==> src/rtl/uart_tx_serializer.sv <==
// uart_tx_serializer
//   Serializes one byte per accepted tx_start into an asynchronous frame:
//   start bit, 8 data bits LSB first, optional parity, 1 or 2 stop bits.
//
// Parameters
//   CLK_FREQUENCY  system clock in Hz
//   BAUD_RATE      serial bit rate; bit period = CLK_FREQUENCY / BAUD_RATE
//   PARITY         0 none, 1 even, 2 odd
//   STOP_BITS      1 or 2
//
// Ports
//   clk       system clock, rising edge
//   reset     synchronous, active-low
//   tx_start  transmit request, only looked at while idle
//   tx_data   byte to send, captured on the accept edge
//   tx_busy   high from the cycle after accept to the end of the last stop bit
//   tx_done   one-cycle pulse when the frame completes
//   tx        registered serial line, idles high
module uart_tx_serializer #(
  parameter int CLK_FREQUENCY = 100_000_000,
  parameter int BAUD_RATE     = 115200,
  parameter int PARITY        = 0,
  parameter int STOP_BITS     = 1
) (
  input  logic       clk,
  input  logic       reset,
  input  logic       tx_start,
  input  logic [7:0] tx_data,
  output logic       tx_busy,
  output logic       tx_done,
  output logic       tx
);

  localparam int BAUD_DIV = CLK_FREQUENCY / BAUD_RATE;
  localparam int CW       = (BAUD_DIV > 1) ? $clog2(BAUD_DIV) : 1;

  if (BAUD_DIV < 2) begin : g_bad_div
    $error("uart_tx_serializer: BAUD_DIV must be >= 2");
  end
  if (PARITY != 0 && PARITY != 1 && PARITY != 2) begin : g_bad_parity
    $error("uart_tx_serializer: PARITY must be 0, 1 or 2");
  end
  if (STOP_BITS != 1 && STOP_BITS != 2) begin : g_bad_stop
    $error("uart_tx_serializer: STOP_BITS must be 1 or 2");
  end

  typedef enum logic [2:0] {
    S_IDLE, S_START, S_DATA, S_PARITY, S_STOP
  } state_t;

  state_t          state_q, state_d;
  logic [CW-1:0]   cnt_q, cnt_d;
  logic [2:0]      idx_q, idx_d;
  logic [7:0]      sh_q, sh_d;
  logic            par_q, par_d;
  logic            stop_q, stop_d;
  logic            tx_d, busy_d, done_d;
  logic            wrap;

  assign wrap = (cnt_q == CW'(BAUD_DIV - 1));

  // State and datapath registers. Outputs are registered from the
  // next-state values so the line changes on the same edge as the state.
  always_ff @(posedge clk) begin
    if (!reset) begin
      state_q <= S_IDLE;
      cnt_q   <= '0;
      idx_q   <= '0;
      sh_q    <= '0;
      par_q   <= 1'b0;
      stop_q  <= 1'b0;
      tx      <= 1'b1;
      tx_busy <= 1'b0;
      tx_done <= 1'b0;
    end else begin
      state_q <= state_d;
      cnt_q   <= cnt_d;
      idx_q   <= idx_d;
      sh_q    <= sh_d;
      par_q   <= par_d;
      stop_q  <= stop_d;
      tx      <= tx_d;
      tx_busy <= busy_d;
      tx_done <= done_d;
    end
  end

  // Next state plus bit timer / shifter / counters.
  always_comb begin
    state_d = state_q;
    cnt_d   = wrap ? '0 : cnt_q + 1'b1;
    idx_d   = idx_q;
    sh_d    = sh_q;
    par_d   = par_q;
    stop_d  = stop_q;
    case (state_q)
      S_IDLE: begin
        cnt_d = '0;
        if (tx_start) begin
          state_d = S_START;
          sh_d    = tx_data;
          // Even parity is the XOR of the byte; odd is its complement.
          par_d   = (^tx_data) ^ (PARITY == 2);
          idx_d   = '0;
          stop_d  = 1'b0;
        end
      end
      S_START: if (wrap) state_d = S_DATA;
      S_DATA: begin
        if (wrap) begin
          // Shifter always presents the current bit at sh[0].
          sh_d = sh_q >> 1;
          if (idx_q == 3'd7) state_d = (PARITY != 0) ? S_PARITY : S_STOP;
          else               idx_d   = idx_q + 3'd1;
        end
      end
      S_PARITY: if (wrap) state_d = S_STOP;
      S_STOP: begin
        if (wrap) begin
          if (stop_q == 1'(STOP_BITS - 1)) state_d = S_IDLE;
          else                             stop_d  = 1'b1;
        end
      end
      default: state_d = S_IDLE;
    endcase
  end

  // Output decode, evaluated on the state being entered.
  always_comb begin
    tx_d   = 1'b1;
    busy_d = (state_d != S_IDLE);
    done_d = (state_q == S_STOP) && (state_d == S_IDLE);
    case (state_d)
      S_IDLE:   tx_d = 1'b1;
      S_START:  tx_d = 1'b0;
      S_DATA:   tx_d = sh_d[0];
      S_PARITY: tx_d = par_d;
      S_STOP:   tx_d = 1'b1;
      default:  tx_d = 1'b1;
    endcase
  end

endmodule

==> config.mk <==
export PLATFORM = sky130hd
export DESIGN_NAME = uart_tx_serializer
export DESIGN_NICKNAME = d
export VERILOG_FILES = /design/src/rtl/uart_tx_serializer.sv
export SDC_FILE = /design/constraint.sdc
export NUM_CORES = 1
export LEC_CHECK = 0
export ABC_AREA = 1
export CAP_MARGIN = 20
export CORE_AREA = 2 2 58 60
export CTS_CLUSTER_SIZE = 10
export DETAILED_ROUTE_END_ITERATION = 10
export DIE_AREA = 0 0 60 62
export PLACE_DENSITY = 0.73
export SETUP_SLACK_MARGIN = 0.05
export SLEW_MARGIN = 20
export SYNTH_ARGS = -nofsm -noshare
export SYNTH_HDL_FRONTEND = slang
export SYNTH_SLANG_ARGS = --single-unit
==> constraint.sdc <==
create_clock -name clk -period 1.4 [get_ports clk]
set_input_delay 0.42 -clock clk [delete_from_list [all_inputs] [get_ports clk]]
set_output_delay 0.42 -clock clk [all_outputs]
set_load 0.02 [all_outputs]
==> results.json <==
{
  "drive_above_1_share_pct": 31.7,
  "synth_seq_cells": 28,
  "multi_input_area_um2": 948,
  "overflow": 0,
  "cp_slowest_cell": "dfxtp_2",
  "max-cap-violations": 0,
  "ys_seq_area_share_pct": 36.9,
  "cp.required_ns": 1.63,
  "place_ws_ns": -0.373,
  "initial_core_util_pct": 47.8,
  "yosysTopAreaCell": "dfxtp_1",
  "hold_class": "register to register",
  "path_common_cell": "nand2_4",
  "cp.arrival_ns": 1.66,
  "path_buf_inv": 0,
  "synth_top_area_share_pct": 36.9,
  "grt_max_degree": 17,
  "synthCells": 230,
  "htreeDepth": 1,
  "crit_fanout": 5,
  "synth_cell_types": 29,
  "wl_per_cell_um": 10.6,
  "synth_nets": 244,
  "syn_avg_cell_area_um2": 6.60,
  "p_leak_uw": 0.000984,
  "hold_viol": 0,
  "grt_pass1_vias": 1342,
  "criticalPathCategory": "register to register",
  "post-dp-hpwl_um": 2380,
  "setup_viol": 1,
  "finClkSkew_ns": 0.00358,
  "cts_tree": "built",
  "syn_to_final_growth_pct": 34.5,
  "yosysWarnings": 0,
  "routed_via_density": 4.80,
  "critPathTopFamily": "simple AND/OR/NAND/NOR gates",
  "crit_chain": "ha_4 > nand4_1 > nor2_4 > nand2_4 > nand2_4 > nand2_4 > a21oi_2 > nor3_2",
  "crit_path_start_kind": "register",
  "drt_first_pass_iters": 4,
  "ys_top_cells_by_area": "dfxtp_1 37%, nand2_1 18%, nor2_1 7.2%",
  "fp.dieH_um": 62,
  "r2r_setup_slack_ns": -0.03,
  "die_w_um": 60,
  "track_usage_pct": 18.2,
  "rsz0062_at_grt": "true",
  "regArea_um2": 576,
  "vias": 1508,
  "worstSkewPairLatency_ns": 0.33,
  "period_minus_slack_ns": 1.43,
  "slowest_delay_ns": 0.38,
  "wl_um": 3330,
  "row_count": 21,
  "antenna_found_initial": 0,
  "clk_pin_slew_ns": 0.14,
  "numPortBuffers": 13,
  "drcViolationCount": 0,
  "ir_drop_uv": 679,
  "ctsLongestPathBuffers": 2,
  "core_area_um2": 3180,
  "tns_ns": -0.0284,
  "nNetsFinal": 283,
  "gp_congestion": 0.795,
  "power_density_nw_per_um2": 741,
  "synth_area_um2": 1520,
  "endpoint_kind": "register",
  "maxSlewViolCount": 0,
  "antenna_cells": 0,
  "worst_pin_slew_ns": 0.292,
  "dieArea_um2": 3720,
  "violations": "negative setup slack",
  "cts_buffers": 3,
  "ioPinCount": 14,
  "first_iter_violations": 54,
  "num-fill-cells": 279,
  "worst_slack_ns": -0.0284,
  "cts-hold-fix-buffers": 0,
  "grt_pass1_wl_um": 5200,
  "slew-limit-headroom_pct": 80.4,
  "ant_nets": 0,
  "outcome": "complete, but fails checks",
  "clkSinkCount": 28,
  "max_freq_ghz": 0.700,
  "fin_crit_sh_pct": 102,
  "root_buffer": "clkbuf_4"
}
-- worst register-to-register path, delay by kind of cell (launching register included) --
kind | cells | cell delay, ns
fa+ha+maj | 1 | 0.15
simple gates | 6 | 0.68
flops | 1 | 0.38
compound gates | 1 | 0.13
-- flip-flops by register name, indices dropped and copies added (netlist names) --
name / flops
cnt_q: 10
idx_q: 3
par_q: 1
sh_q: 8
state_q: 3
tx: 1
tx_busy: 1
tx_done: 1
-- cell type report --
type	count	area share, %
multi-input combinational	168	46.4
clock buffer	4	1.78
inverter	33	6.43
sequential	28	28.2
tap	46	2.82
timing repair buffer	35	14.4
-- cell families (layout without fill, tap and decap cells) --
logic type,count (synthesis),in the layout,share of synthesized area (%)
AND/OR/NAND/NOR,135,135,40.2
buffers and inverters,34,72,8.57
flip-flops,28,28,36.9
AO/OA/AOI/OAI,27,27,10.1
adder cells (fa/ha/maj),3,3,2.47
XOR/XNOR,3,3,1.73
-- cell usage in the layout (no fill, tap or decap), types with 3 or more instances in the layout --
master	n
nand3_1	7
a22oi_1	6
dfxtp_1	16
nor2_2	3
a21oi_1	12
nand2_2	6
clkdlybuf4s50_1	3
nand3_2	6
inv_1	24
nor2_4	4
inv_4	3
nor3_1	4
buf_6	3
dlygate4sd2_1	4
dfxtp_2	12
inv_2	5
nor2_1	25
nand2_4	4
buf_4	19
clkbuf_4	3
dlymetal6s2s_1	3
nand2_1	67
nor3_2	4
a21oi_2	3
-- synth_stat cells (all sizes together) --
cell type and instances:
dfxtp 28, a21oi 15, nand4 2, nor2 33, o211ai 1, nand3 13
xnor2 1, ha 3, nand2 77, inv 32, clkinv 1, a31oi 1
clkbuf 1, o21ai 4, a22oi 6, nor3 8, nand3b 1, or2 1
xor2 2
-- report_power, final --
group          internal [uW]  leakage [uW]  switching (uW)
combinational            126      0.000729             156
sequential               826      0.000234            13.7
clock                    159     0.0000210             232
total                   1110      0.000984             402
-- worst paths after layout --
check                       startpoint                     to  depth (start not counted)
setup / recovery   cnt_q[0]$_SDFF_PP0_  idx_q[2]$_SDFFE_PN0P_                          8
hold / removal    sh_q[2]$_SDFFE_PN0P_   sh_q[2]$_SDFFE_PN0P_                          2
hold reg to reg   sh_q[2]$_SDFFE_PN0P_   sh_q[2]$_SDFFE_PN0P_                          2
setup reg to reg   cnt_q[0]$_SDFF_PP0_  idx_q[2]$_SDFFE_PN0P_                          8
-- metal layers --
layer / share of wire [%] / GRT usage [%] / vias to the layer above
met1: 45 / 21.2 / 677
met2: 51 / 33.9 / 15
li1: - / - / 808
met3: 1.6 / 1.24 / 8
met4: 2.1 / 8.57 / 0
met5: 0 / 0 / -
-- what timing repair did --
action	CTS	global route
buffers inserted	0	3
pin swaps	10	13
endpoints found under the hold margin	0	0
setup endpoints to repair	17	28
resized for setup	30	38
-- stage by stage --
step | area (um^2) | hold slack, ns | std cells | total power, uW | util [%]
final | 2040 | 0.477 | 314 | 1510 | 64.3
after global routing | 2040 | 0.495 | 314 | 1590 | 64.3
after CTS | 1930 | 0.473 | 311 | 1510 | 60.7
after detailed placement | 1850 | 0.457 | 307 | 1120 | 58.0
after global placement | 1850 | 0.452 | 307 | 1120 | 58.0
after floorplan | 1520 | 0.418 | 230 | 1010 | -
Note: power is estimated with default switching activity, not from simulation.
